==> src/rtl/alu_result_fifo.sv <==
// rtl/alu_result_fifo.sv - FWFT FIFO for ALU result/overflow pairs with overflow status
// Buffers {overflow, result} entries behind valid/ready handshakes and tracks overflow status.

module alu_result_fifo #(
   parameter int DATA_W    = 4,
   parameter int DEPTH     = 4,
   parameter int OVF_CNT_W = 4,
   localparam int PTR_W    = (DEPTH > 1) ? $clog2(DEPTH) : 1,
   localparam int CNT_W    = PTR_W + 1
) (
   input  logic                 clk,
   input  logic                 rst_n,
   input  logic                 in_valid,
   output logic                 in_ready,
   input  logic [DATA_W-1:0]    in_result,
   input  logic                 in_overflow,
   output logic                 out_valid,
   input  logic                 out_ready,
   output logic [DATA_W-1:0]    out_result,
   output logic                 out_overflow,
   output logic [CNT_W-1:0]     count,
   output logic                 ovf_sticky,
   output logic [OVF_CNT_W-1:0] ovf_cnt,
   input  logic                 clr_status
);

   logic [DATA_W:0]        mem_q [DEPTH];
   logic [PTR_W-1:0]       wr_ptr_q, wr_ptr_d;
   logic [PTR_W-1:0]       rd_ptr_q, rd_ptr_d;
   logic [CNT_W-1:0]       count_q, count_d;
   logic                   sticky_q, sticky_d;
   logic [OVF_CNT_W-1:0]   ovf_cnt_q, ovf_cnt_d;
   logic                   push, pop;

   // Handshake qualifiers depend only on registered occupancy.
   assign in_ready  = (count_q != CNT_W'(DEPTH));
   assign out_valid = (count_q != '0);
   assign push      = in_valid & in_ready;
   assign pop       = out_valid & out_ready;

   assign out_result   = out_valid ? mem_q[rd_ptr_q][DATA_W-1:0] : '0;
   assign out_overflow = out_valid ? mem_q[rd_ptr_q][DATA_W]     : 1'b0;
   assign count        = count_q;
   assign ovf_sticky   = sticky_q;
   assign ovf_cnt      = ovf_cnt_q;

   always_comb begin
      wr_ptr_d  = wr_ptr_q;
      rd_ptr_d  = rd_ptr_q;
      count_d   = count_q;
      sticky_d  = sticky_q;
      ovf_cnt_d = ovf_cnt_q;
      if (push) wr_ptr_d = wr_ptr_q + PTR_W'(1);
      if (pop)  rd_ptr_d = rd_ptr_q + PTR_W'(1);
      if (push && !pop)      count_d = count_q + CNT_W'(1);
      else if (pop && !push) count_d = count_q - CNT_W'(1);
      // An overflowed push outranks a simultaneous clear: it restarts the count at one.
      if (push && in_overflow) begin
         sticky_d = 1'b1;
         if (clr_status)          ovf_cnt_d = OVF_CNT_W'(1);
         else if (~&ovf_cnt_q)    ovf_cnt_d = ovf_cnt_q + OVF_CNT_W'(1);
      end else if (clr_status) begin
         sticky_d  = 1'b0;
         ovf_cnt_d = '0;
      end
   end

   always_ff @(posedge clk or negedge rst_n) begin
      if (!rst_n) begin
         wr_ptr_q  <= '0;
         rd_ptr_q  <= '0;
         count_q   <= '0;
         sticky_q  <= 1'b0;
         ovf_cnt_q <= '0;
      end else begin
         wr_ptr_q  <= wr_ptr_d;
         rd_ptr_q  <= rd_ptr_d;
         count_q   <= count_d;
         sticky_q  <= sticky_d;
         ovf_cnt_q <= ovf_cnt_d;
      end
   end

   always_ff @(posedge clk) begin
      if (push) mem_q[wr_ptr_q] <= {in_overflow, in_result};
   end

endmodule

==> config.mk <==
export PLATFORM = sky130hd
export DESIGN_NAME = alu_result_fifo
export DESIGN_NICKNAME = d
export VERILOG_FILES = /design/src/rtl/alu_result_fifo.sv
export SDC_FILE = /design/constraint.sdc
export NUM_CORES = 1
export LEC_CHECK = 0
export BUFFER_PORTS_ARGS = -buffer_cell sky130_fd_sc_hd__buf_2
export CORE_AREA = 2 2 64 66
export DETAILED_ROUTE_END_ITERATION = 10
export DIE_AREA = 0 0 66 68
export GPL_TIMING_DRIVEN = 0
export PLACE_DENSITY = 0.59
export SLEW_MARGIN = 20
export SYNTH_ARGS = -nofsm -noshare
export SYNTH_HDL_FRONTEND = slang
export SYNTH_SLANG_ARGS = --single-unit
==> constraint.sdc <==
create_clock -name clk -period 2 [get_ports clk]
set_input_delay 0.1 -clock clk [delete_from_list [all_inputs] [get_ports clk]]
set_output_delay 0.1 -clock clk [all_outputs]
set_load 0.01 [all_outputs]
==> qor.yml <==
critPathArrivalTime_ns: 2.10
core_region_area_um2: 3856
endpoint_kind: "flop"
dr.pass1.iters: 4
synth_edf_count: 20
drtIter0Drc: 15
syn_avg_cell_area_um2: 15.30
drive_gt1_share_pct: 45.52
layout.nets: 150
grt_pass1_wl_mm: 4.450
hold_violations: 0
clock_sinks: 32
via_per_inst: 4.777
multiInputGateArea_um2: 549.3
finalNonFillerCells: 184
grt_pass1_vias: 951
ys.flop_type: "edfxtp_1"
ios: 25
regArea_um2: 903.4
numPortBuffers: 24
area_delta_synth_final_pct: 24.70
setup_viol_count_final: 0
maxCapViolCount: 0
slew_violations: 0
grt_max_degree: 13
path_class: "reg2reg"
grtUsageTotal_pct: 14.09
cp_max_fo: 3
synth_top_area_share_pct: 41.31
routedWlPerCell_um: 14.51
final_core_util_pct: 47.01
drcViolationCount: 0
die_area_um2: 4488
async_flop_share_pct: 37.50
synthTopCellsByCount: "edfxtp_1 (20), dfrtp_1 (12), and2_1 (6), ha_1 (6), mux4_2 (5)"
synth_area_leaders: "edfxtp_1 (41%), dfrtp_1 (21%), mux4_2 (7.7%)"
syn-cell-area_um2: 1454
diodes: 0
place_congestion: 0.7593
vias: 879
yosysWarnings: 0
overflow: 0
p_leak_nw: 0.7546
n_fill_cell: 383
cp.required_ns: 2.18
syn_inst: 95
die_w_um: 66
total_power_mw: 2.516
clockBufferDepth: 2
worst_slack_ns: 0.07458
ys_ff_latch: 32
final_antenna_net_count: 0
synth_nets: 112
timing.final.crit_share_pct: 96.27
htreeDepth: 2
dp_slack_ns: -0.09629
hold_path.class: "in2reg"
grt_setup_unrepaired: "true"
fmax_mhz: 519.4
vdd_drop_max_uv: 639.6
clock_skew_ns: 0.01225
rows: 23
yosys.area_share.simple_pct: 11.70
cts_made_buffers: 5
status: "complete, no violations"
dp_hpwl_mm: 1.913
worstMarginPinSlew_ns: 0.4197
final_area_um2: 1813
place_area_um2: 1672
synth_compound_area_share_pct: 3.787
path_clk_slew_ns: 0.08
cp-start-kind: "flop"
drt-total-wl_mm: 2.669
insertion_delay_ns: 0.29
start_util_pct: 37.70
yosysUniqueCellTypes: 31
synth_xor_area_share_pct: 3.614
synthMuxAreaShare_pct: 10.24
post_synth_fa_ha_maj_area_fraction_pct: 6.540
setup_tns_ns: 0
cts_root_buf: "clkbuf_8"
antenna_found_initial: 0
yosysMostFrequentCell: "edfxtp_1"
fin_crit_ns: 1.925
synth_top_area_cell: "edfxtp_1"
dpl.cell_count: 169
power_density_nw_per_um2: 1388
relSlewSlack_pct: 72.02
cts_tree: "done"
die_h_um: 68
synth_top_family_by_area: "simple AND/OR/NAND/NOR gates"
whs_ns: 0.03322
synth_seq_area_share_pct: 61.96
==> cell families after synthesis <==
| group | after synthesis |
|---|---|
| AOI/OAI and AO/OA | 8 |
| xor gates and xnor gates | 6 |
| adders and majority gates | 7 |
| buffers and inverters | 8 |
| DFF | 32 |
| muxes | 8 |
| and+or+nand+nor | 26 |
==> routing by layer <==
metal / vias up / global-route usage [%] / part of all wire (%)
li1: 423 / - / -
met1: 429 / 15.36 / 42
met2: 23 / 24.75 / 52
met3: 4 / 3.125 / 4.2
met4: 0 / 9.439 / 2.3
met5: - / 0 / 0
==> repair_timing <==
item / in CTS / in global routing
endpoints found under the setup margin: 2 / 2
endpoints found under the hold margin: 12 / 0
hold buffers: 1 / 0
pin swaps: 2 / 4
resized for setup: 1 / 1
setup buffers: 5 / 2
==> where the power goes <==
group	switching, mW	total [mW]	internal (mW)
Sequential	0.0942	0.982	0.888
Clock	0.239	0.481	0.242
Combinational	0.497	1.05	0.556
Total	0.830	2.52	1.69
==> worst paths after layout <==
path / slack (ns) / to / cells past startpoint / startpoint
setup / recovery: 0.07 / count[2] / 8 / count[0]
hold / removal: 0.03 / mem_q[1][0] / 1 / in_result[0]
setup reg to reg: 0.07 / count[2] / 8 / count[0]
hold reg to reg: 0.54 / ovf_sticky / 2 / ovf_sticky
max in group asynchronous: 1.53 / count[0] / 2 / rst_n
min in group asynchronous: 0.22 / count[2] / 2 / rst_n
==> layout by cell type (no fill, tap or decap), types with 2 or more instances in the layout <==
master | netlist | final
buf_2 | 1 | 25
ha_1 | 6 | 5
and3_2 | 4 | 4
xnor2_1 | 4 | 4
a31oi_1 | 3 | 3
a311oi_1 | 2 | 2
and3_1 | 2 | 2
and2_1 | 6 | 6
clkbuf_8 | 0 | 5
mux4_2 | 5 | 5
nand2b_1 | 3 | 3
nor2_1 | 2 | 2
inv_2 | 1 | 2
clkinv_2 | 0 | 2
dfrtp_1 | 12 | 10
xor2_1 | 2 | 2
edfxtp_1 | 20 | 20
buf_4 | 0 | 7
inv_1 | 4 | 3
nor2b_1 | 2 | 2
dfrtp_2 | 0 | 2
==> worst max-delay path: stages (launching register included) <==
cell     delay [ns]
dfrtp_2        0.43
or3_4          0.42
nand2_4        0.08
ha_4           0.13
inv_2          0.03
fa_2           0.33
xor2_1         0.16
nor2_1         0.08
xor2_1         0.16
==> layout make-up <==
type,instances,area share (%)
Sequential cell,32,49.83
Multi-Input combinational cell,55,30.30
Timing Repair Buffer,32,10.08
Clock buffer,5,3.796
Tap cell,50,3.451
Clock inverter,3,1.035
Inverter,5,1.035
Buffer,2,0.4831
==> state kept, by name, indices dropped and copies added, names as in the netlist <==
signal / cells
count: 3
ovf_sticky: 1
mem_q: 20
wr_ptr_q: 2
rd_ptr_q: 2
ovf_cnt: 4
No activity file was read; power rests on OpenSTA's default activity.
